===== src/rtl/uart_pkg.sv =====
// Shared types and constants for the UART receive path.
// Frame states plus oversampling and data-width constants.
package uart_pkg;

    typedef enum logic [2:0] {
        IDLE,
        START,
        DATA,
        PARITY,
        STOP
    } rx_state_t;

    localparam int SAMPLE_MID = 7;
    localparam int OVERSAMPLE = 16;
    localparam int DATA_BITS  = 8;

endpackage


===== src/rtl/uart_rx_parity.sv =====
// Parity checker for the UART receiver.
// Error flag is registered and only updates on errorCheck_en.
module uart_rx_parity
    import uart_pkg::*;
#(
    parameter bit PARITY_ODD = 1'b0
) (
    input  logic                 clk,
    input  logic                 rst,
    input  logic                 errorCheck_en,
    input  logic [DATA_BITS-1:0] data,
    input  logic                 pbit,
    output logic                 parity_err
);

    logic err_next;

    assign err_next = ^data ^ pbit ^ PARITY_ODD;

    always_ff @(posedge clk or posedge rst) begin
        if (rst) begin
            parity_err <= 1'b0;
        end else if (errorCheck_en) begin
            parity_err <= err_next;
        end
    end

endmodule


===== src/rtl/uart_rx_ctrl.sv =====
// UART receive controller: sync, 16x oversample, frame FSM, hold/ack.
// Define UART_RX_PARITY_EN for 8E1/8O1 frames; default build is 8N1.
module uart_rx_ctrl
    import uart_pkg::*;
#(
    parameter int CLK_DIV    = 27,
    parameter bit PARITY_ODD = 1'b0
) (
    input  logic       clk,
    input  logic       rst,
    input  logic       rx,
    input  logic       rx_ack,
    output logic [7:0] rx_data,
    output logic       rx_valid,
    output logic       parity_err,
    output logic       frame_err,
    output logic       overrun_err,
    output logic       rx_busy
);

    localparam int SAMP_W = $clog2(OVERSAMPLE);
    localparam logic [15:0] DIV_LAST = 16'(CLK_DIV - 1);
    localparam logic [SAMP_W-1:0] MID = SAMP_W'(SAMPLE_MID);
    localparam logic [2:0] IDX_LAST = 3'(DATA_BITS - 1);

    rx_state_t             state;
    logic                  rx_meta;
    logic                  rxs;
    logic [15:0]           div_cnt;
    logic [SAMP_W-1:0]     samp;
    logic [2:0]            idx;
    logic [DATA_BITS-1:0]  data_sh;
    logic                  tick;
    logic                  mid;
    logic                  chk_err;

    always_ff @(posedge clk or posedge rst) begin
        if (rst) begin
            rx_meta <= 1'b1;
            rxs     <= 1'b1;
        end else begin
            rx_meta <= rx;
            rxs     <= rx_meta;
        end
    end

    assign tick    = (div_cnt == DIV_LAST);
    assign mid     = tick && (samp == MID);
    assign rx_busy = (state != IDLE);

`ifdef UART_RX_PARITY_EN
    logic errorCheck_en;

    assign errorCheck_en = (state == PARITY) && mid;

    uart_rx_parity #(
        .PARITY_ODD (PARITY_ODD)
    ) u_parity (
        .clk           (clk),
        .rst           (rst),
        .errorCheck_en (errorCheck_en),
        .data          (data_sh),
        .pbit          (rxs),
        .parity_err    (chk_err)
    );
`else
    logic unused_parity_odd;

    assign unused_parity_odd = PARITY_ODD;
    assign chk_err = 1'b0;
`endif

    always_ff @(posedge clk or posedge rst) begin
        if (rst) begin
            state       <= IDLE;
            div_cnt     <= '0;
            samp        <= '0;
            idx         <= '0;
            data_sh     <= '0;
            rx_data     <= '0;
            rx_valid    <= 1'b0;
            parity_err  <= 1'b0;
            frame_err   <= 1'b0;
            overrun_err <= 1'b0;
        end else begin
            // Counters idle at zero so every frame starts phase-aligned
            if (state == IDLE) begin
                div_cnt <= '0;
                samp    <= '0;
            end else begin
                div_cnt <= tick ? '0 : div_cnt + 16'd1;
                if (tick) samp <= samp + 1'b1;
            end

            if (rx_ack && rx_valid) begin
                rx_valid    <= 1'b0;
                parity_err  <= 1'b0;
                frame_err   <= 1'b0;
                overrun_err <= 1'b0;
            end

            unique case (state)
                IDLE: begin
                    if (!rxs) state <= START;
                end
                START: begin
                    if (mid) begin
                        idx   <= '0;
                        state <= rxs ? IDLE : DATA;
                    end
                end
                DATA: begin
                    if (mid) begin
                        data_sh[idx] <= rxs;
                        if (idx == IDX_LAST) begin
`ifdef UART_RX_PARITY_EN
                            state <= PARITY;
`else
                            state <= STOP;
`endif
                        end else begin
                            idx <= idx + 3'd1;
                        end
                    end
                end
                PARITY: begin
                    if (mid) state <= STOP;
                end
                STOP: begin
                    // Completion overrides a same-cycle ack
                    if (mid) begin
                        rx_data     <= data_sh;
                        frame_err   <= ~rxs;
                        parity_err  <= chk_err;
                        rx_valid    <= 1'b1;
                        overrun_err <= rx_valid && !rx_ack;
                        state       <= IDLE;
                    end
                end
                default: state <= IDLE;
            endcase
        end
    end

endmodule


===== config.mk =====
export PLATFORM = sky130hd
export DESIGN_NAME = uart_rx_ctrl
export DESIGN_NICKNAME = d
export VERILOG_FILES = /design/src/rtl/uart_pkg.sv /design/src/rtl/uart_rx_parity.sv /design/src/rtl/uart_rx_ctrl.sv
export SDC_FILE = /design/constraint.sdc
export NUM_CORES = 1
export LEC_CHECK = 0
export BUFFER_PORTS_ARGS = -buffer_cell sky130_fd_sc_hd__buf_2
export CAP_MARGIN = 20
export CORE_AREA = 2 2 73 75
export CTS_CLUSTER_SIZE = 24
export DETAILED_ROUTE_END_ITERATION = 8
export DIE_AREA = 0 0 75 77
export HOLD_SLACK_MARGIN = 0.15
export PLACE_DENSITY = 0.64
export REMOVE_ABC_BUFFERS = 1
export SYNTH_ARGS = -nofsm -noshare
export SYNTH_HDL_FRONTEND = slang
export SYNTH_SLANG_ARGS = --single-unit

===== constraint.sdc =====
create_clock -name clk -period 5.4 [get_ports clk]
set_input_delay 0.27 -clock clk [delete_from_list [all_inputs] [get_ports clk]]
set_output_delay 0.27 -clock clk [all_outputs]
set_load 0.01 [all_outputs]

==> flow_summary.json <==
{
  "p_leak_nw": 1.25,
  "gp_congestion": 0.879,
  "cts_sinks": 48,
  "slew_viol_final": 0,
  "grt_max_degree": 49,
  "ys_types": 41,
  "io_buffers": 16,
  "drt_iter0_markers": 76,
  "fmax_mhz": 405,
  "avgSynthCellArea_um2": 11.4,
  "finalHoldViolCount": 0,
  "grt_setup_unrepaired": "false",
  "drcViolationCount": 0,
  "period_minus_slack_ns": 2.47,
  "worstPathArrival_ns": 2.66,
  "layout-drive-gt1-share_pct": 22.5,
  "synth_warnings": 0,
  "crit_type": "flop to flop",
  "p_sw_mw": 0.132,
  "start_util_pct": 47.9,
  "worst_skew_pair.late_latency_ns": 0.30,
  "holdWs_ns": 0.247,
  "grt_use_total_pct": 16.0,
  "core.rowCount": 26,
  "setup-violations-final": 0,
  "ir_drop_mv": 0.118,
  "internal_power_mw": 0.501,
  "ant_nets": 0,
  "critPathLaunchType": "flop",
  "wirelength_um": 4150,
  "fin_skew_ns": 0.00561,
  "grt_pass1_wl_um": 7240,
  "run_status": "finished clean",
  "cts_root_buf": "clkbuf_8",
  "max-slew-margin-rel_pct": 56.4,
  "p_comb_share_pct": 1.8,
  "hold_path_class": "primary input to flop",
  "path_max_fanout": 15,
  "synth-seq-cells": 48,
  "end_kind": "flop",
  "required_ns": 5.59,
  "vias_per_cell": 5.25,
  "wl_per_cell_um": 13.8,
  "powerDensity_nw_per_um2": 237,
  "cts-resized-gates": 0,
  "first_pass_iters": 4,
  "cts_max_path_buffers": 2,
  "die_area_um2": 5780,
  "coreArea_um2": 4980,
  "via_count": 1581,
  "hpwl_um": 2880,
  "cts.clk_slew.worst_paths_ns": 0.09,
  "final_nets": 239,
  "p_clk_share_pct": 41.0,
  "die_y_um": 77,
  "antenna_cells": 0,
  "cts_inserted_buffers": 5,
  "maxCapViolCount": 0,
  "final_util_pct": 53.6,
  "grt_overflow": 0,
  "seq_power_share_pct": 57.2,
  "syn_area_um2": 2380,
  "synthCells": 210,
  "grt_pass1_vias": 1567,
  "switching_share_pct": 20.8,
  "worstMarginPinSlew_ns": 0.652,
  "nFillCells": 454,
  "setup_tns_ns": 0,
  "die_w_um": 75,
  "seq_area_frac_synth_pct": 50.5,
  "cts_tree": "yes",
  "ios": 17,
  "area_growth_pct": 11.9,
  "fin_crit_sh_pct": 45.7,
  "cts_htree_levels": 2,
  "antenna_found_initial": 0
}
[sequential cells by signal, indices dropped and copies added, names as in the netlist]
| name | cells |
|---|---|
| div_cnt | 16 |
| data_sh | 8 |
| rx_data | 8 |
| samp | 4 |
| idx | 3 |
| state | 3 |
| frame_err | 1 |
| overrun_err | 1 |
| parity_err | 1 |
| rx_meta | 1 |
| rx_valid | 1 |
| rxs | 1 |
[cell type report]
cell class,count,area (um2),area share [%]
clock buffer,5,68.8,2.58
timing repair buffer,20,125,4.69
inverter,8,30.0,1.13
sequential,48,1200,45.1
clock inverter,3,42.5,1.59
tap,70,87.6,3.28
multi-input combinational,147,1110,41.6
[path summary, 6_finish.rpt]
check / slack, ns / to / start / depth (start not counted)
worst max-delay path: 2.93 / rx_data[6] / div_cnt[0] / 6
worst min-delay path: 0.25 / rx_valid / rx_ack / 3
worst max register to register: 2.93 / rx_data[6] / div_cnt[0] / 6
worst min register to register: 0.36 / rxs / rx_meta / 0
max in group asynchronous: 4.54 / rxs / rst / 4
min in group asynchronous: 0.38 / rx_valid / rst / 3
[cell families (layout without fill, tap and decap cells)]
| group | after synthesis | after routing | synth area share, % |
|---|---|---|---|
| AOI/OAI and AO/OA | 9 | 9 | 2.62 |
| and+or+nand+nor | 97 | 97 | 25.1 |
| muxes | 22 | 22 | 11.0 |
| adders and majority gates | 5 | 5 | 2.62 |
| xor gates and xnor gates | 14 | 14 | 5.14 |
| buffers and inverters | 15 | 36 | 2.94 |
| DFF | 48 | 48 | 50.5 |
[cell usage after synthesis, drive strengths merged]
| library cell | count | area share [%] |
|---|---|---|
| inv | 8 | 1.3 |
| xor2 | 7 | 2.6 |
| dfstp | 2 | 2.2 |
| or3 | 2 | 0.52 |
| o32ai | 1 | 0.37 |
| and3b | 1 | 0.37 |
| o21ai | 2 | 0.42 |
| buf | 4 | 1.2 |
| clkbuf | 3 | 0.47 |
| mux2i | 6 | 2.5 |
| a21o | 1 | 0.32 |
| nor2 | 26 | 4.1 |
| a21oi | 1 | 0.21 |
| nand2 | 16 | 2.5 |
| nor4 | 4 | 2.3 |
| xnor2 | 7 | 2.6 |
| nand4 | 13 | 3.7 |
| o22ai | 1 | 0.26 |
| nand2b | 2 | 0.52 |
| nor4b | 1 | 1.0 |
| o211a | 1 | 0.42 |
| o211ai | 2 | 0.63 |
| ha | 5 | 2.6 |
| and4 | 1 | 0.37 |
| or4 | 3 | 0.94 |
| nor3 | 14 | 5.1 |
| and3 | 3 | 0.79 |
| nor3b | 1 | 0.32 |
| nand3 | 9 | 2.1 |
| and4bb | 1 | 0.52 |
| mux2 | 16 | 8.5 |
| dfrtp | 46 | 48 |
[cell usage in the layout, fill, tap and decap left out, types with 6 or more instances in the layout]
master | netlist | layout
buf_2 | 2 | 17
dfrtp_1 | 46 | 46
inv_1 | 8 | 7
mux2_1 | 7 | 7
mux2_4 | 6 | 6
mux2i_1 | 6 | 6
nand2_1 | 16 | 16
nand3_1 | 8 | 8
nand4_1 | 12 | 12
nor2_1 | 26 | 26
nor3_2 | 8 | 8
xnor2_1 | 7 | 7
xor2_1 | 7 | 7
[power groups by stage]
stage                     Combinational [mW]  Clock [mW]  Sequential (mW)
after floorplan                      0.00566           0            0.368
after global placement               0.00902           0            0.369
after detailed placement             0.00907           0            0.369
after CTS                            0.00970       0.265            0.362
after global routing                  0.0133       0.278            0.362
final                                 0.0114       0.260            0.362
[timing repair]
item,CTS,global route
hold endpoints to repair,1,46
buffers inserted,0,0
hold buffers,1,1
[critical path, stage by stage (launching register included)]
cell     delay, ns
dfrtp_1       0.42
inv_1         0.07
ha_1          0.14
nor4b_4       0.24
nand3_2       0.38
nor3_4        0.68
mux2_2        0.41
[metal layers]
layer | wire length (um) | global-route usage (%) | share of wire (%) | vias up
met4 | 52 | 4.82 | 1.3 | 0
met1 | 1950 | 20.2 | 47 | 780
met3 | 99 | 4.34 | 2.4 | 6
met2 | 2040 | 26.4 | 49 | 15
met5 | 0 | 0 | 0 | -
li1 | - | - | - | 780
[through the flow]
stage	power [mW]	instances	area, um2	setup WS [ns]
after global placement	0.378	289	2510	3.00
final	0.633	301	2670	2.93
after floorplan	0.374	203	2340	3.19
after CTS	0.636	298	2630	2.88
after global routing	0.653	301	2670	2.76
after detailed placement	0.378	289	2510	2.91
No activity file was read; power rests on OpenSTA's default activity.
